--- src/rtl/instr_sequencer_pkg.sv ---
// Shared definitions for the instruction sequencer.
// Contents: instruction class codes, FSM state encoding, one-hot bus/enable
// constants, instruction field positions and the opcode decode helper.
package instr_sequencer_pkg;

  localparam int unsigned SelW = 11;

  typedef enum logic [2:0] {
    ClsLoad = 3'b000,
    ClsMove = 3'b001,
    ClsAdd  = 3'b010,
    ClsSub  = 3'b011,
    ClsOr   = 3'b100,
    ClsAnd  = 3'b101,
    ClsOnes = 3'b110,
    ClsTwos = 3'b111
  } instr_class_e;

  typedef enum logic [1:0] {
    StIdle = 2'd0,
    StT1   = 2'd1,
    StT2   = 2'd2,
    StT3   = 2'd3
  } state_e;

  // One-hot bus driver / write-enable positions.
  localparam logic [SelW-1:0] SEL_DIN = 11'h001;
  localparam logic [SelW-1:0] SEL_G   = 11'h002;
  localparam logic [SelW-1:0] SEL_A   = 11'h004;
  localparam logic [SelW-1:0] SEL_R0  = 11'h008;
  localparam logic [SelW-1:0] SEL_R1  = 11'h010;
  localparam logic [SelW-1:0] SEL_R2  = 11'h020;
  localparam logic [SelW-1:0] SEL_R3  = 11'h040;
  localparam logic [SelW-1:0] SEL_R4  = 11'h080;
  localparam logic [SelW-1:0] SEL_R5  = 11'h100;
  localparam logic [SelW-1:0] SEL_R6  = 11'h200;
  localparam logic [SelW-1:0] SEL_R7  = 11'h400;

  // Instruction word field positions.
  localparam int unsigned OpHi = 15;
  localparam int unsigned OpLo = 9;
  localparam int unsigned XHi  = 8;
  localparam int unsigned XLo  = 6;
  localparam int unsigned YHi  = 5;
  localparam int unsigned YLo  = 3;

  // Returns {legal, class}. ALU opcodes are 100_0xxx with xxx in 010..111.
  function automatic logic [3:0] decode_op(input logic [6:0] op);
    logic [3:0] res;
    res = 4'b0000;
    if (op == 7'b000_0000) begin
      res = {1'b1, ClsLoad};
    end else if (op == 7'b000_0001) begin
      res = {1'b1, ClsMove};
    end else if (op[6:3] == 4'b1000 && op[2:1] != 2'b00) begin
      res = {1'b1, op[2:0]};
    end
    return res;
  endfunction

endpackage

--- src/rtl/instr_sequencer_reg_select_decoder.sv ---
// reg_select_decoder: maps a 3-bit register index to the one-hot R0-R7
// pattern (bits 3..10) of the bus-select / register-enable vectors.
// Ports: idx (register index), onehot (SEL_WIDTH one-hot pattern).
module reg_select_decoder
  import instr_sequencer_pkg::*;
#(
  parameter int unsigned SEL_WIDTH = 11
) (
  input  logic [2:0]           idx,
  output logic [SEL_WIDTH-1:0] onehot
);

  always_comb begin
    onehot = SEL_WIDTH'(SEL_R0) << idx;
  end

endmodule

--- src/rtl/instr_sequencer.sv ---
// instr_sequencer: multi-step control FSM for the register/ALU datapath.
// Ports:
//   clk, reset   - clock and synchronous active-high reset
//   run          - start request, sampled in IDLE with stepEn high
//   stepEn       - advance qualifier; state and writes move only when high
//   din          - instruction word in IDLE
//   busSelect    - one-hot bus driver (DIN, G, -, R0..R7)
//   regEnable    - one-hot write enable (-, G, A, R0..R7), gated by stepEn
//   aluOp        - instruction class while an instruction is in flight
//   busy         - high in T1..T3
//   done         - final step of an instruction with stepEn high
//   illegal      - one-cycle pulse after a rejected opcode
//   instrCount   - wrapping count of completed instructions
module instr_sequencer
  import instr_sequencer_pkg::*;
#(
  parameter int unsigned DATA_WIDTH  = 16,
  parameter int unsigned SEL_WIDTH   = 11,
  parameter int unsigned COUNT_WIDTH = 16
) (
  input  logic                   clk,
  input  logic                   reset,
  input  logic                   run,
  input  logic                   stepEn,
  input  logic [DATA_WIDTH-1:0]  din,
  output logic [SEL_WIDTH-1:0]   busSelect,
  output logic [SEL_WIDTH-1:0]   regEnable,
  output logic [2:0]             aluOp,
  output logic                   busy,
  output logic                   done,
  output logic                   illegal,
  output logic [COUNT_WIDTH-1:0] instrCount
);

  state_e                 state_q, state_d;
  logic [8:0]             ir_q, ir_d;       // {class, XXX, YYY}
  logic                   illegal_q, illegal_d;
  logic [COUNT_WIDTH-1:0] count_q;

  logic [SEL_WIDTH-1:0]   rx_sel, ry_sel, en_raw;
  logic [3:0]             dec;
  logic                   last_step;
  instr_class_e           cls;

  logic unused_din;
  assign unused_din = ^din[YLo-1:0];

  assign cls = instr_class_e'(ir_q[8:6]);
  assign dec = decode_op(din[OpHi:OpLo]);

  reg_select_decoder #(.SEL_WIDTH(SEL_WIDTH)) u_dec_x (
    .idx    (ir_q[5:3]),
    .onehot (rx_sel)
  );

  reg_select_decoder #(.SEL_WIDTH(SEL_WIDTH)) u_dec_y (
    .idx    (ir_q[2:0]),
    .onehot (ry_sel)
  );

  always_comb begin
    state_d   = state_q;
    ir_d      = ir_q;
    illegal_d = 1'b0;
    busSelect = '0;
    en_raw    = '0;
    aluOp     = 3'b000;
    busy      = 1'b0;
    last_step = 1'b0;

    unique case (state_q)
      StIdle: begin
        if (run && stepEn) begin
          if (dec[3]) begin
            ir_d    = {dec[2:0], din[XHi:XLo], din[YHi:YLo]};
            state_d = StT1;
          end else begin
            illegal_d = 1'b1;
          end
        end
      end
      StT1: begin
        busy  = 1'b1;
        aluOp = cls;
        unique case (cls)
          ClsLoad: begin
            busSelect = SEL_WIDTH'(SEL_DIN);
            en_raw    = rx_sel;
            last_step = 1'b1;
          end
          ClsMove: begin
            busSelect = ry_sel;
            en_raw    = rx_sel;
            last_step = 1'b1;
          end
          ClsOnes, ClsTwos: begin
            busSelect = ry_sel;
            en_raw    = SEL_WIDTH'(SEL_A);
          end
          default: begin
            busSelect = rx_sel;
            en_raw    = SEL_WIDTH'(SEL_A);
          end
        endcase
        if (stepEn) state_d = last_step ? StIdle : StT2;
      end
      StT2: begin
        busy  = 1'b1;
        aluOp = cls;
        // Complements operate on A alone, so nothing drives the bus here.
        busSelect = (cls == ClsOnes || cls == ClsTwos) ? '0 : ry_sel;
        en_raw    = SEL_WIDTH'(SEL_G);
        if (stepEn) state_d = StT3;
      end
      StT3: begin
        busy      = 1'b1;
        aluOp     = cls;
        busSelect = SEL_WIDTH'(SEL_G);
        en_raw    = rx_sel;
        last_step = 1'b1;
        if (stepEn) state_d = StIdle;
      end
      default: state_d = StIdle;
    endcase
  end

  assign regEnable  = stepEn ? en_raw : '0;
  assign done       = last_step & stepEn;
  assign illegal    = illegal_q;
  assign instrCount = count_q;

  always_ff @(posedge clk) begin
    if (reset) begin
      state_q   <= StIdle;
      ir_q      <= '0;
      illegal_q <= 1'b0;
      count_q   <= '0;
    end else begin
      state_q   <= state_d;
      ir_q      <= ir_d;
      illegal_q <= illegal_d;
      if (done) count_q <= count_q + 1'b1;
    end
  end

endmodule
--- config.mk ---
export PLATFORM = sky130hd
export DESIGN_NAME = instr_sequencer
export DESIGN_NICKNAME = d
export VERILOG_FILES = /design/src/rtl/instr_sequencer_pkg.sv /design/src/rtl/instr_sequencer_reg_select_decoder.sv /design/src/rtl/instr_sequencer.sv
export SDC_FILE = /design/constraint.sdc
export NUM_CORES = 1
export LEC_CHECK = 0
export BUFFER_PORTS_ARGS = -buffer_cell sky130_fd_sc_hd__buf_2
export CAP_MARGIN = 20
export CELL_PAD_IN_SITES_DETAIL_PLACEMENT = 1
export CELL_PAD_IN_SITES_GLOBAL_PLACEMENT = 1
export CORE_AREA = 2 2 72 74
export DETAILED_ROUTE_END_ITERATION = 10
export DIE_AREA = 0 0 74 76
export PLACE_DENSITY_LB_ADDON = 0.2
export SLEW_MARGIN = 10
export SYNTH_ARGS = -nofsm -noshare
export SYNTH_HDL_FRONTEND = slang
export SYNTH_HIERARCHICAL = 1
export SYNTH_SLANG_ARGS = --single-unit
--- constraint.sdc ---
create_clock -name clk -period 2.7 [get_ports clk]
set_clock_uncertainty 0.2 [all_clocks]
set_input_delay 0.54 -clock clk [delete_from_list [all_inputs] [get_ports clk]]
set_output_delay 0.54 -clock clk [all_outputs]
set_load 0.01 [all_outputs]
==> flow_summary.yaml, run 1 <==
routing:
  dr_total_vias: 1708
  viasPerCell: 5.01
  postRouteAntennaNets: 0
  firstDrtPassIters: 4
  drtIter0Drc: 26
  drt-total-wl_um: 4680
  routedWlPerCell_um: 13.7
  post-route-drc-count: 0
synth:
  ys_seq_area_frac: 0.317
  synth_top_area_cell: "dfxtp_1"
  ys_seq_elements: 28
  synth_top_area_frac: 0.317
  synth.area.top_cells: "dfxtp_1 32%, a22o_1 5.0%, nor2_1 4.9%, mux2i_1 4.0%, and3_1 3.9%"
  yosysMostFrequentCell: "dfxtp_1"
  synthTopCellsByCount: "28 x dfxtp_1, 23 x nor2_1, 12 x a21oi_1"
  ys_async_sr_fraction: 0
  synth_edf_count: 0
  syn_area_per_cell_sq_um: 8.18
  netlist_area_sq_um: 1770
  syn_inst: 216
  synthFlopType: "dfxtp_1"
  yosys_warnings: 6
  yosysUniqueCellTypes: 43
critical_path:
  rrSetupSlack_ps: 590
  critPathLaunchType: "flip-flop"
  required_ps: 1960
  cp_max_fo: 12
  cp.arrival_ps: 1760
  cp-end-kind: "output port"
  criticalPathCategory: "reg2out"
finish:
  antennaDiodeCount: 0
  drive_gt1_frac: 0.306
  stdcell_area_sq_um: 2190
  layout.cells.non_filler: 341
  multi_input_area_sq_um: 1110
  nNetsFinal: 293
  regArea_sq_um: 562
  syn2layout_area_growth_pct: 23.8
  fillers: 626
die:
  core-area_sq_um: 4910
  start_util: 0.360
  rows: 26
  fp.dieH_um: 76
  die_area_sq_um: 5620
  dieWidth_um: 74
  io_pins: 64
pwr:
  power.leakage_nw: 0.957
  ir_drop_mv: 0.252
  power_density_nw_per_um2: 370
run_status:
  status: "completed"
global_route:
  grt_pass1_vias: 1632
  grt_max_degree: 30
  grt_first_pass_wirelength_um: 7780
  overflow: 0
  gr-usage-all-layers: 0.172
  antenna_found_initial: 0
clocking:
  htree_levels: 1
  clk_pin_slew_ps: 100
  holdBufCountCts: 0
  root_buffer: "clkbuf_8"
  insertion_delay_ps: 280
  cts_tree: "built"
  cts_buffer_depth: 2
  cts_buffers: 3
  clkSinkCount: 28
sta:
  rsz0062_at_grt: "false"
  layout_setup_ws_ps: 204
  slew_headroom: 0.630
  holdWs_ps: 285
  slew_viol_final: 0
  timing.final.crit_share: 0.925
  setup_viol: 0
  fin_crit_ps: 2500
  hold_viol: 0
  worst_slew_pin_slew_ps: 554
  fmax_ghz: 0.401
  fin_tns_setup_ps: 0
placement:
  dp_hpwl_um: 3490
  gp_congestion: 0.719
  placed_area_sq_um: 2100
  post-place-ws_ps: 354
  io_buffers: 58
  dp_cells: 337
worst_hold_path:
  hold_class: "reg2reg"
run:
  maxCapViolations: 0
[flip-flops by register name, indices dropped and copies added, names as in the netlist, named ones only]
name and flops:
state_q 1, instrCount 16, ir_q 9, illegal 1
[power breakdown]
group | internal [mW] | switching (mW)
logic | 0.0208 | 0.0301
registers | 0.415 | 0.00266
clock network | 0.199 | 0.141
total | 0.635 | 0.174
[worst max-delay path: stages, from the launching register on]
cell and delay [ps]:
dfxtp_1 620, nand2_1 190, o221ai_4 350, a22o_1 190, buf_2 120
[layer usage]
metal | part of all wire | wire length (um) | global-route usage | vias up
met5 | 0 | 0 | 0 | -
met2 | 0.47 | 2190 | 0.281 | 31
met1 | 0.49 | 2290 | 0.234 | 794
met3 | 0.028 | 129 | 0.0238 | 7
met4 | 0.015 | 72 | 0.0509 | 0
li1 | - | - | - | 876
[metrics by stage]
step                power (mW)  utilization
global route             0.841        0.445
floorplan                0.461            -
detailed placement       0.477        0.428
global placement         0.476        0.428
CTS                      0.818        0.443
finish                   0.809        0.445
[placed cells by master, fill, tap and decap left out, types with 2 or more instances in the layout]
cell / synthesis / final
o21ai_0: 9 / 9
nor2b_1: 6 / 6
nand3_1: 10 / 10
xor2_1: 6 / 6
and3_2: 2 / 2
nor3_1: 6 / 6
clkbuf_8: 0 / 3
nand2_1: 9 / 9
dfxtp_1: 28 / 27
nand2b_1: 3 / 3
nor2_1: 23 / 23
o21ai_1: 4 / 4
or3_1: 6 / 6
mux2i_1: 7 / 7
and3_1: 11 / 11
inv_1: 7 / 7
nor3b_1: 7 / 7
buf_4: 6 / 5
and3b_2: 6 / 6
a211oi_1: 2 / 2
and4_1: 2 / 2
a22o_1: 10 / 10
nand4_1: 3 / 3
xnor2_1: 4 / 4
conb_1: 2 / 6
a21oi_1: 12 / 12
buf_2: 3 / 58
[final cells by class]
cell class,count,share of cell area
Tap cell,70,0.0400
Timing Repair Buffer,63,0.150
Multi-Input combinational cell,169,0.509
Inverter,7,0.0120
Clock inverter,1,0.0137
Clock buffer,3,0.0189
Sequential cell,28,0.257
[kinds of logic after synthesis]
| family | share of synthesized area |
|---|---|
| compound gates | 0.175 |
| xor+xnor | 0.0495 |
| fa+ha+maj | 0.00708 |
| buf+inv | 0.0679 |
| flops | 0.317 |
| mux | 0.0396 |
| other cells | 0.00425 |
| simple gates | 0.340 |
[final timing paths]
kind              cells past startpoint            from        endpoint
setup / recovery                      4         ir_q[8]   busSelect[10]
hold / removal                        2  instrCount[15]  instrCount[15]
setup reg to reg                      5         ir_q[8]  instrCount[15]
hold reg to reg                       2  instrCount[15]  instrCount[15]
[repair_timing]
item                                    4_1_cts  5_1_grt
setup buffers                                 0        0
endpoints found under the setup margin        0        8
gates resized for setup                       0        2
No activity file was read; power rests on OpenSTA's default activity.
==> run 2, diff against run 1 <==
- PLACE_DENSITY_LB_ADDON: 0.2 -> 0.1
==> run 2 against run 1 <==
Fmax is 0.51% lower. Die area stayed put. Power is 0.48% lower. Final cell count stayed put. Via count is 0.41% higher. Critical endpoint unchanged. Worst hold slack better by 2.0 ps. Highest routed layer unchanged.
==> flow_summary.yaml, run 2 (synthesized netlist as in run 1, its figures left out) <==
run_status:
  status: "completed"
finish:
  final_common_cell: "buf_2"
  drive_gt1_frac: 0.310
  fillers: 624
  layout.cells.non_filler: 341
  antennaDiodeCount: 0
  largest_reg_flops: 16
  final_cell_mix: "58 x buf_2, 26 x dfxtp_1, 23 x nor2_1, 12 x a21oi_1, 11 x and3_1"
  syn2layout_area_growth_pct: 23.8
  nNetsFinal: 293
placement:
  gp_congestion: 0.708
  dp_cells: 337
  io_buffers: 58
  dp_hpwl_um: 3530
sta:
  hold_viol: 0
  fin_tns_setup_ps: 0
  slew_viol_final: 0
  holdWs_ps: 286
  timing.final.crit_share: 0.929
  rsz0062_at_grt: "false"
  fin_crit_ps: 2510
  fmax_ghz: 0.399
  slew_headroom: 0.633
  worst_slew_pin_slew_ps: 550
  setup_viol: 0
die:
  core-area_sq_um: 4910
  start_util: 0.360
  fp.dieH_um: 76
  io_pins: 64
  dieWidth_um: 74
  rows: 26
  die_area_sq_um: 5620
critical_path:
  max_stage_delay_ps: 620
  criticalPathCategory: "reg2out"
  required_ps: 1960
  cp-end-kind: "output port"
  critPathLaunchType: "flip-flop"
  rr_worst_depth: 5
  crit_cells: 4
  cp_max_fo: 12
  worst-path-buf-inv: 1
  cp_slowest_cell: "dfxtp_1"
  crit_family: "flip-flops"
  rrSetupSlack_ps: 630
  cp.arrival_ps: 1770
  cp_cell_sequence: "nand2_1, o221ai_4, a22o_1, buf_2"
pwr:
  power.leakage_nw: 0.958
  finalPower_mw: 0.805
  ir_drop_mv: 0.235
  power.share.sequential: 0.519
  swShare: 0.212
  power.internal_mw: 0.634
  power_switching_mw: 0.171
  power_frac_comb: 0.062
  power_density_nw_per_um2: 368
  power.clock.fraction: 0.419
routing:
  routedWlPerCell_um: 14.0
  postRouteAntennaNets: 0
  drt-total-wl_um: 4760
  post-route-drc-count: 0
  drtIter0Drc: 48
  viasPerCell: 5.03
  firstDrtPassIters: 4
  dr_total_vias: 1715
global_route:
  grt_busiest_layer: "met2"
  grt_max_degree: 30
  grt_use_met1: 0.241
  overflow: 0
  grt_first_pass_wirelength_um: 7980
  grt_pass1_vias: 1664
  grtUsageMet2: 0.291
  met3_usage: 0.0146
  antenna_found_initial: 0
  gr-usage-all-layers: 0.175
clocking:
  clkSinkCount: 28
  clk_pin_slew_ps: 100
  cts_buffer_depth: 2
  holdBufCountCts: 0
  cts_buffers: 3
  htree_levels: 1
  cts_tree: "built"
  cts_setup_buffers: 0
  root_buffer: "clkbuf_8"
  insertion_delay_ps: 280
worst_hold_path:
  hold_class: "reg2reg"
  hold_depth: 2
run:
  maxCapViolations: 0
## run 2: changes by cell type in the layout (fill, tap and decap cells not counted)
cell     change
dfxtp_1      -1
dfxtp_2      +1
## run 2: worst paths after layout
check,from,to
max,ir_q[8],busSelect[10]
min,instrCount[15],instrCount[15]
max reg2reg,ir_q[8],instrCount[15]
min reg2reg,instrCount[15],instrCount[15]
## run 2: layout make-up
cell class | count | area [sq um] | area share
Multi-Input combinational cell | 169 | 1110 | 0.509
Sequential cell | 28 | 563 | 0.257
Timing Repair Buffer | 63 | 328 | 0.150
Tap cell | 70 | 87.6 | 0.0400
Clock buffer | 3 | 41.3 | 0.0189
Clock inverter | 1 | 30.0 | 0.0137
Inverter | 7 | 26.3 | 0.0120
## run 2: metal layers
metal / share of wire / wire [um]
met3: 0.027 / 127
met2: 0.50 / 2370
met1: 0.47 / 2240
met4: 0.0050 / 24
met5: 0 / 0
## run 2: tightest hold or removal path: stages (launching register included)
cell and delay [ps]:
dfxtp_1 330, o31ai_1 60, a21oi_1 50
## run 2: timing repair
action	4_1_cts	5_1_grt
endpoints found under the hold margin	0	0
endpoints found under the setup margin	8	8
resized for setup	1	2
## run 2: metrics by stage
stage	setup WS [ps]	cell area (sq um)	utilization
floorplan	657	1780	-
global placement	338	2100	0.428
detailed placement	284	2100	0.428
CTS	67.4	2180	0.443
global route	59.5	2190	0.446
finish	191	2190	0.446
## run 2: power by group through the flow
| stage | sequential [mW] | combinational (mW) | clock, mW |
|---|---|---|---|
| after floorplan | 0.426 | 0.0349 | 0 |
| final | 0.418 | 0.0498 | 0.337 |
| after global placement | 0.427 | 0.0492 | 0 |
| after CTS | 0.418 | 0.0496 | 0.352 |
| after detailed placement | 0.428 | 0.0495 | 0 |
| after global routing | 0.419 | 0.0562 | 0.372 |
